$ cat config.mk
export PLATFORM = sky130hd
export DESIGN_NAME = mem_stage
export DESIGN_NICKNAME = d
export VERILOG_FILES = /design/src/rtl/mem_stage.sv
export SDC_FILE = /design/constraint.sdc
export NUM_CORES = 1
export LEC_CHECK = 0
export ABC_AREA = 1
export BUFFER_PORTS_ARGS = -buffer_cell sky130_fd_sc_hd__buf_2
export CORE_MARGIN = 5
export CORE_UTILIZATION = 50
export DETAILED_ROUTE_END_ITERATION = 7
export PLACE_DENSITY = 0.89
export SLEW_MARGIN = 5
export SYNTH_ARGS = -nofsm -noshare
export SYNTH_HDL_FRONTEND = slang
export SYNTH_SLANG_ARGS = --single-unit
$ cat constraint.sdc
create_clock -name clk -period 4.5 [get_ports clk]
set_clock_uncertainty 0.15 [all_clocks]
set_input_delay 0.225 -clock clk [delete_from_list [all_inputs] [get_ports clk]]
set_output_delay 0.225 -clock clk [all_outputs]
set_load 0.1 [all_outputs]
$ cat src/rtl/mem_stage.sv
// Pipeline MEM stage: forwards EX results and performs LDW/SDW over a req/ack bus.
// Optional misalignment check enabled by defining MEM_ALIGN_CHECK_EN.
module mem_stage #(
  parameter int ADDR_W      = 30,
  parameter int TIMEOUT_CYC = 16
) (
  input  logic              clk,
  input  logic              rst_n,
  input  logic [31:0]       val_rt_in,
  input  logic [4:0]        rwd_in,
  input  logic [5:0]        opcode_in,
  input  logic [31:0]       alu_res_in,
  output logic              stall,
  output logic [4:0]        rwd_out,
  output logic [5:0]        opcode_out,
  output logic [31:0]       alu_res_out,
  output logic [31:0]       mem_data_out,
  output logic              bus_err,
  output logic              dmem_req,
  output logic              dmem_we,
  output logic [ADDR_W-1:0] dmem_addr,
  output logic [31:0]       dmem_wdata,
  input  logic              dmem_ack,
  input  logic [31:0]       dmem_rdata
`ifdef MEM_ALIGN_CHECK_EN
  ,
  output logic              misalign_err
`endif
);

  localparam logic [5:0]  OP_LDW     = 6'h23;
  localparam logic [5:0]  OP_SDW     = 6'h2B;
  localparam logic [31:0] LOAD_ABORT = 32'hDEAD_BEEF;
  localparam logic [7:0]  TIMEOUT_V  = 8'(TIMEOUT_CYC);
  localparam bit          TIMEOUT_EN = (TIMEOUT_CYC != 0);

  typedef enum logic {
    ST_IDLE = 1'b0,
    ST_WAIT = 1'b1
  } state_e;

  state_e             state_q, state_d;
  logic [7:0]         cnt_q, cnt_d;
  logic [4:0]         hold_rwd_q, hold_rwd_d;
  logic [5:0]         hold_op_q, hold_op_d;
  logic [31:0]        hold_alu_q, hold_alu_d;
  logic [4:0]         rwd_q, rwd_d;
  logic [5:0]         opcode_q, opcode_d;
  logic [31:0]        alu_res_q, alu_res_d;
  logic [31:0]        mem_data_q, mem_data_d;
  logic               bus_err_q, bus_err_d;
  logic               req_q, req_d;
  logic               we_q, we_d;
  logic [ADDR_W-1:0]  addr_q, addr_d;
  logic [31:0]        wdata_q, wdata_d;
  logic               misalign_q, misalign_d;
  logic               is_mem_s;
  logic               misaligned_s;
  logic               timeout_s;

  assign is_mem_s  = (opcode_in == OP_LDW) || (opcode_in == OP_SDW);
  assign timeout_s = TIMEOUT_EN && (cnt_q == TIMEOUT_V);

`ifdef MEM_ALIGN_CHECK_EN
  assign misaligned_s = (alu_res_in[1:0] != 2'b00);
  assign misalign_err = misalign_q;
`else
  assign misaligned_s = 1'b0;
`endif

  // Next-state and output-register computation; bubble outputs unless retiring
  always_comb begin
    state_d    = state_q;
    cnt_d      = cnt_q;
    hold_rwd_d = hold_rwd_q;
    hold_op_d  = hold_op_q;
    hold_alu_d = hold_alu_q;
    rwd_d      = 5'd0;
    opcode_d   = 6'd0;
    alu_res_d  = 32'd0;
    mem_data_d = 32'd0;
    bus_err_d  = 1'b0;
    req_d      = req_q;
    we_d       = we_q;
    addr_d     = addr_q;
    wdata_d    = wdata_q;
    misalign_d = 1'b0;

    case (state_q)
      ST_IDLE: begin
        if (is_mem_s && !misaligned_s) begin
          hold_rwd_d = rwd_in;
          hold_op_d  = opcode_in;
          hold_alu_d = alu_res_in;
          req_d      = 1'b1;
          we_d       = (opcode_in == OP_SDW);
          addr_d     = alu_res_in[ADDR_W+1:2];
          wdata_d    = val_rt_in;
          cnt_d      = 8'd1;
          state_d    = ST_WAIT;
        end else begin
          // Misaligned memory ops retire here like ALU ops, flagged instead of issued
          rwd_d      = rwd_in;
          opcode_d   = opcode_in;
          alu_res_d  = alu_res_in;
          misalign_d = is_mem_s && misaligned_s;
        end
      end
      ST_WAIT: begin
        if (dmem_ack) begin
          req_d      = 1'b0;
          rwd_d      = hold_rwd_q;
          opcode_d   = hold_op_q;
          alu_res_d  = hold_alu_q;
          mem_data_d = (hold_op_q == OP_LDW) ? dmem_rdata : 32'd0;
          cnt_d      = 8'd0;
          state_d    = ST_IDLE;
        end else if (timeout_s) begin
          req_d      = 1'b0;
          rwd_d      = hold_rwd_q;
          opcode_d   = hold_op_q;
          alu_res_d  = hold_alu_q;
          mem_data_d = (hold_op_q == OP_LDW) ? LOAD_ABORT : 32'd0;
          bus_err_d  = 1'b1;
          cnt_d      = 8'd0;
          state_d    = ST_IDLE;
        end else begin
          cnt_d = cnt_q + 8'd1;
        end
      end
      default: begin
        req_d   = 1'b0;
        cnt_d   = 8'd0;
        state_d = ST_IDLE;
      end
    endcase
  end

  // State, hold and output registers with asynchronous clear
  always_ff @(posedge clk or negedge rst_n) begin
    if (!rst_n) begin
      state_q    <= ST_IDLE;
      cnt_q      <= 8'd0;
      hold_rwd_q <= 5'd0;
      hold_op_q  <= 6'd0;
      hold_alu_q <= 32'd0;
      rwd_q      <= 5'd0;
      opcode_q   <= 6'd0;
      alu_res_q  <= 32'd0;
      mem_data_q <= 32'd0;
      bus_err_q  <= 1'b0;
      req_q      <= 1'b0;
      we_q       <= 1'b0;
      addr_q     <= '0;
      wdata_q    <= 32'd0;
      misalign_q <= 1'b0;
    end else begin
      state_q    <= state_d;
      cnt_q      <= cnt_d;
      hold_rwd_q <= hold_rwd_d;
      hold_op_q  <= hold_op_d;
      hold_alu_q <= hold_alu_d;
      rwd_q      <= rwd_d;
      opcode_q   <= opcode_d;
      alu_res_q  <= alu_res_d;
      mem_data_q <= mem_data_d;
      bus_err_q  <= bus_err_d;
      req_q      <= req_d;
      we_q       <= we_d;
      addr_q     <= addr_d;
      wdata_q    <= wdata_d;
      misalign_q <= misalign_d;
    end
  end

`ifndef MEM_ALIGN_CHECK_EN
  logic unused_misalign_s;
  assign unused_misalign_s = misalign_q;
`endif

  assign stall        = (state_q == ST_WAIT);
  assign rwd_out      = rwd_q;
  assign opcode_out   = opcode_q;
  assign alu_res_out  = alu_res_q;
  assign mem_data_out = mem_data_q;
  assign bus_err      = bus_err_q;
  assign dmem_req     = req_q;
  assign dmem_we      = we_q;
  assign dmem_addr    = addr_q;
  assign dmem_wdata   = wdata_q;

endmodule
Yosys cells after proc, flatten, opt, wreduce, memory -nomap -nowiden
Cells that the tools add are included.
{"block": "totals", "register_bits": 192, "latchBits": 0, "ramBits": 0, "mem_bits_ro": 0, "in_bits": 110, "out_inout_bits": 141, "wordCells": 57, "n_memories": 0}
{"block": "op_classes", "n_addsub": 1, "mul": 0, "div": 0, "magnitude_cmp": 0, "eq_ne": 6, "shift": 0, "mux": 32, "n_bitwise": 1, "reduce_logical": 3}
{"operator": "32-bit 2-to-1 mux", "count": 8}
{"operator": "32-bit case mux with 2 select lines", "count": 1}
{"operator": "8-bit 2-to-1 mux", "count": 3}
{"operator": "6-bit == test, second input constant", "count": 3}
{"operator": "6-bit 2-to-1 mux", "count": 3}
{"operator": "8-bit case mux with 2 select lines", "count": 1}
{"operator": "5-bit 2-to-1 mux", "count": 3}
{"operator": "6-bit case mux with 2 select lines", "count": 1}
{"operator": "5-bit case mux with 2 select lines", "count": 1}
{"operator": "1-bit 2-to-1 mux", "count": 9}
{"operator": "8-bit by 1-bit adder with 8-bit output, second input constant", "count": 1}
{"operator": "8-bit by 5-bit == test with 1-bit output, second input constant", "count": 1}
{"operator": "1-bit case mux with 2 select lines", "count": 2}
{"operator": "2-bit AND reduction", "count": 2}
{"operator": "3-bit by 2-bit inequality test with 1-bit output, second input constant", "count": 1}
{"operator": "2-bit inequality test, second input constant", "count": 1}
{"operator": "1-bit logical OR", "count": 1}
{"operator": "1-bit NOT", "count": 1}

Depth between registers and ports, before layout
{"block": "logic_depth", "depth_word": 5, "ltp_mapped": 9, "mapped_depth_nobuf": 9}

Least setup slack after synthesis
OpenSTA, ideal clock, no wires.
{"block": "synth_timing", "path_kind": "register -> register", "startpoint": "reg state_q, in the netlist stall", "endpoint": "reg req_q, in the netlist dmem_req", "setup_ps": 130, "arrival_ps": 1757, "t_required_ps": 4220, "setup_slack_ps": 2464, "stages_incl_launch_ff": 8, "n_path_buf": 2, "period_less_slack_ps": 2036, "path_cell_list": "dfrtp_1 -> buf_4 -> clkinv_1 -> buf_2 -> nand2_1 -> nand2_1 -> nand2_1 -> nand2_1"}
{"block": "synth_between", "elab_chain_cells": 3, "elab_cells_between_ends": 5, "cone_classes": "2 x eq/ne; 1 x mux; 1 x bitwise; 1 x reduce/logical"}
{"element": "from (decl)", "line": "42", "source": "state_e state_q, state_d;"}
{"element": "from (signal assigned)", "line": "158", "source": "state_q <= state_d;"}
{"element": "1-bit NOT (no line)"}
{"element": "2-bit inequality test (no line)"}
{"element": "2-bit AND reduction (no line)"}
{"element": "to (signal assigned)", "line": "168", "source": "req_q <= req_d;"}
{"element": "to (decl)", "line": "52", "source": "logic req_q, req_d;"}
Parallel ways exist; a longest one is shown, timed or not.
A chain may end at the register's enable or synchronous reset.

Worst setup path in the final report
{"block": "layout_timing", "startpoint": "reg hold_op_q[2]", "endpoint": "reg mem_data_q[21], in the netlist mem_data_out[21]"}
{"block": "layout_between", "elab_chain_cells": 5, "elab_cells_between_ends": 6, "cone_classes": "1 x eq/ne; 5 x mux"}
{"element": "from (decl)", "line": "45", "source": "logic [5:0] hold_op_q, hold_op_d;"}
{"element": "from (signal assigned)", "line": "161", "source": "hold_op_q <= hold_op_d;"}
{"element": "6-bit == test *", "line": "115, 123"}
{"element": "32-bit 2-to-1 mux", "line": "123", "source": "mem_data_d = (hold_op_q == OP_LDW) ? LOAD_ABORT : 32'd0;"}
{"element": "32-bit 2-to-1 mux", "line": "118", "source": "end else if (timeout_s) begin"}
{"element": "32-bit 2-to-1 mux *", "line": "110", "source": "if (dmem_ack) begin"}
{"element": "32-bit 2-to-1 mux *", "line": "89", "source": "case (state_q)"}
{"element": "net mem_data_d[21]", "line": "50", "source": "logic [31:0] mem_data_q, mem_data_d;"}
{"element": "to (signal assigned)", "line": "166", "source": "mem_data_q <= mem_data_d;"}
{"element": "to (decl)", "line": "50"}
Mark *: on every way through the listed nets, which the timed path passes. The rest lies on a longest branch.

==> impl_metrics.csv <==
group,metric,value,unit
clocking,cts_root_buf,"clkbuf_16",
timing,finalCritPeriodShare,54.5,%
timing,rsz0062_at_grt,"false",
timing,worstMarginPinSlew,1.09,ns
worst_setup_path,critical-path-max-stage-delay,0.85,ns
timing,fmax,0.408,GHz
clocking,h-tree-depth,4,
synth,synth_area,6900,um2
route,viasPerCell,5.01,
worst_setup_path,end_kind,"flip-flop",
flow_run,maxCapViolations,0,
power,pwr-share-clk,30.1,%
timing,hold_violations,0,
global_route,grt.overflow.total,0,
route,dr_wl_met2,10.3,mm
route,wire_per_inst,15.9,um
floorplan,dieHeight,127,um
timing,setup_viol,0,
power,switching_share,42.6,%
route,routed_wl,20.2,mm
clocking,cts_tree,"done",
worst_setup_path,arrival,2.63,ns
status,status,"finished, final reports clean",
global_route,grt_usage,25.0,%
power,powerDensity,523,nW/um2
synth,postSynthCellCount,772,
clocking,cts.sinks,162,
global_route,grt_pass1_vias,6494,
clocking,cts.path.max_buffers,2,
global_route,grt_pass1_wl,32.0,mm
synth,ys_warn_count,0,
global_route,grt_max_degree,80,
timing,relSlewSlack,27.1,%
route,first_pass_iters,7,
final_layout,nFillCells,986,
final_layout,multi_input_area,2200,um2
timing,finalSetupTns,0,ns
route,top_layer,"met4",
final_layout,final_nets,1190,
power,p_int,2.89,mW
timing,fin_crit,2.45,ns
final_layout,drive_above_1_share,29.5,%
timing,slew_violations,0,
clocking,ctsResizeCount,0,
synth,synth_seq_cells,162,
worst_setup_path,crit_required,4.68,ns
global_route,antenna_found_initial,1,
final_layout,regArea,4060,um2
worst_setup_path,cp-start-kind,"flip-flop",
floorplan,core_area,13700,um2
route,drt-initial-drc-count,490,
worst_setup_path,crit_path_max_fanout,25,
route,ant_nets,0,
timing,hold_ws,0.0220,ns
clocking,insertion_delay,0.42,ns
worst_setup_path,cp_common_cell,"nor2_2",
clocking,clk_pin_slew,0.06,ns
worst_setup_path,critical_path_class,"reg -> reg",
hold_path,hold_class,"in -> reg",
power,total_power,5.03,mW
synth,avgSynthCellArea,8.94,um2
power,p_leak,5.42,nW
route,vias,6370,
synth,ys_types,27,
route,met3WireLength,1.73,mm
power,irDropWorstVdd,0.408,mV
route,met1Wirelength,7.35,mm
floorplan,placementRows,43,
synth,syn_nets,884,
power,comb_power_share,35.2,%
final_layout,area_growth,39.3,%
synth,ys_seq_area_share,58.8,%
place,hpwlAfterDp,11.5,mm
floorplan,io_pins,251,
floorplan,start_util,50.3,%
worst_setup_path,worstPathCellList,"nor2_2 -> nand2_4 -> nand2_2 -> nand3_4 -> nor2_2",
floorplan,die_area,16200,um2
place,io_buffers,250,
route,drc,0,
power,power.switching,2.14,mW
power,p_seq_share,34.7,%
place,gp_congestion,0.846,
worst_setup_path,slowest_stage,"nor2_2",
floorplan,die_width,127,um
clocking,cts_buffers,17,
[routing by layer]
layer,track usage [%],up-vias
met2,43.2,326
met1,29.0,3000
li1,-,2982
met4,12.7,0
met3,6.10,62
met5,0,-
[cell usage after synthesis]
| library cell | n | area, um2 |
|---|---|---|
| nand2_1 | 308 | 1160 |
| dfrtp_1 | 162 | 4050 |
| nand3_1 | 118 | 591 |
| buf_4 | 41 | 308 |
| inv_1 | 34 | 128 |
| nor2_2 | 21 | 131 |
| nor2_1 | 14 | 52.6 |
| buf_2 | 11 | 55.1 |
| clkbuf_1 | 11 | 41.3 |
| nor3b_1 | 8 | 60.1 |
| buf_6 | 7 | 78.8 |
| o21ai_0 | 6 | 30.0 |
| buf_1 | 5 | 18.8 |
| inv_2 | 4 | 15.0 |
| nand4_1 | 4 | 25.0 |
| or2_2 | 3 | 18.8 |
| ha_1 | 2 | 25.0 |
| nand2_2 | 2 | 12.5 |
| nand2_4 | 2 | 22.5 |
| xor2_1 | 2 | 17.5 |
| a21oi_1 | 1 | 5.00 |
| clkinv_1 | 1 | 3.75 |
| nand3_4 | 1 | 17.5 |
| nand3b_1 | 1 | 7.51 |
| nor2_4 | 1 | 11.3 |
| nor3_1 | 1 | 5.00 |
| o21bai_1 | 1 | 7.51 |
[registers in the layout (all words and copies together), names as in the netlist]
name          cells
stall             1
dmem_wdata       32
hold_op_q         6
cnt_q             8
opcode_out        6
rwd_out           5
alu_res_out      32
hold_rwd_q        5
dmem_we           1
mem_data_out     32
bus_err           1
dmem_req          1
hold_alu_q       32
[worst max-delay path: cells and delay by family (launching register included)]
family | cells | cell delay (ns)
flip-flops | 1 | 0.41
AND/OR/NAND/NOR | 5 | 1.78
[repair_timing]
action                                 CTS  global route
endpoints found under the hold margin  221             0
hold buffers                           106             0
buffers inserted                         0             0
[final timing paths]
check	from	end	slack (ns)	depth (start not counted)
worst min register to register	dmem_wdata[14]$_DFFE_PN0P_	dmem_wdata[14]$_DFFE_PN0P_	0.31	2
max in group asynchronous	rst_n	hold_op_q[4]$_DFFE_PN0P_	2.88	3
min in group asynchronous	rst_n	alu_res_out[1]$_DFF_PN0_	0.28	2
worst max register to register	hold_op_q[2]$_DFFE_PN0P_	mem_data_out[21]$_DFF_PN0_	2.05	5
worst min-delay path	dmem_rdata[18]	mem_data_out[18]$_DFF_PN0_	0.02	5
worst max-delay path	hold_op_q[2]$_DFFE_PN0P_	mem_data_out[21]$_DFF_PN0_	2.05	5
[cells by family (layout without fill, tap and decap cells)]
| family | after synthesis | in the layout | share of synthesized area, % |
|---|---|---|---|
| simple gates | 484 | 484 | 30.6 |
| flops | 162 | 162 | 58.8 |
| buf+inv | 114 | 432 | 9.40 |
| compound gates | 8 | 8 | 0.617 |
| fa+ha+maj | 2 | 2 | 0.363 |
| xor+xnor | 2 | 2 | 0.254 |
| other cells | 0 | 1 | 0 |
[metrics by stage]
step                      instance area [um2]  cells  setup WS (ns)  utilization (%)
final                                    9610   1271           2.05             70.1
after CTS                                9610   1270           2.06             70.0
after detailed placement                 7930   1133           2.11             57.8
after floorplan                          6900    772           2.46                -
after global placement                   7930   1133           2.17             57.8
after global routing                     9610   1271           1.88             70.1
[power groups by stage]
stage                     Combinational (mW)  Sequential, mW  Clock [mW]
after CTS                               1.76            1.74        1.54
final                                   1.77            1.75        1.51
after global routing                    1.85            1.76        1.60
after detailed placement                1.69            1.76           0
after floorplan                        0.776            2.43           0
after global placement                  1.67            1.76           0
[final cells by class]
cell class                 instances  area share [%]
inverter                          39            1.52
clock buffer                      20            4.75
clock inverter                    11            1.67
timing repair buffer             362            24.6
sequential                       162            42.2
antenna                            1          0.0260
multi-input combinational        496            22.9
tap                              180            2.34
[placed cells by master (no fill, tap or decap), types with 3 or more instances in the layout]
| cell | synthesis | layout |
|---|---|---|
| dfrtp_1 | 162 | 161 |
| nor2_2 | 21 | 20 |
| inv_1 | 34 | 34 |
| nand4_1 | 4 | 4 |
| dlygate4sd3_1 | 0 | 106 |
| nor2_1 | 14 | 14 |
| buf_2 | 11 | 249 |
| buf_4 | 41 | 6 |
| bufinv_16 | 0 | 4 |
| or2_2 | 3 | 3 |
| nor3b_1 | 8 | 8 |
| nand3_1 | 118 | 118 |
| clkinv_2 | 0 | 5 |
| o21ai_0 | 6 | 6 |
| clkbuf_16 | 0 | 17 |
| nand2_1 | 308 | 308 |
| inv_2 | 4 | 5 |
(Power assumes the default switching activity.)
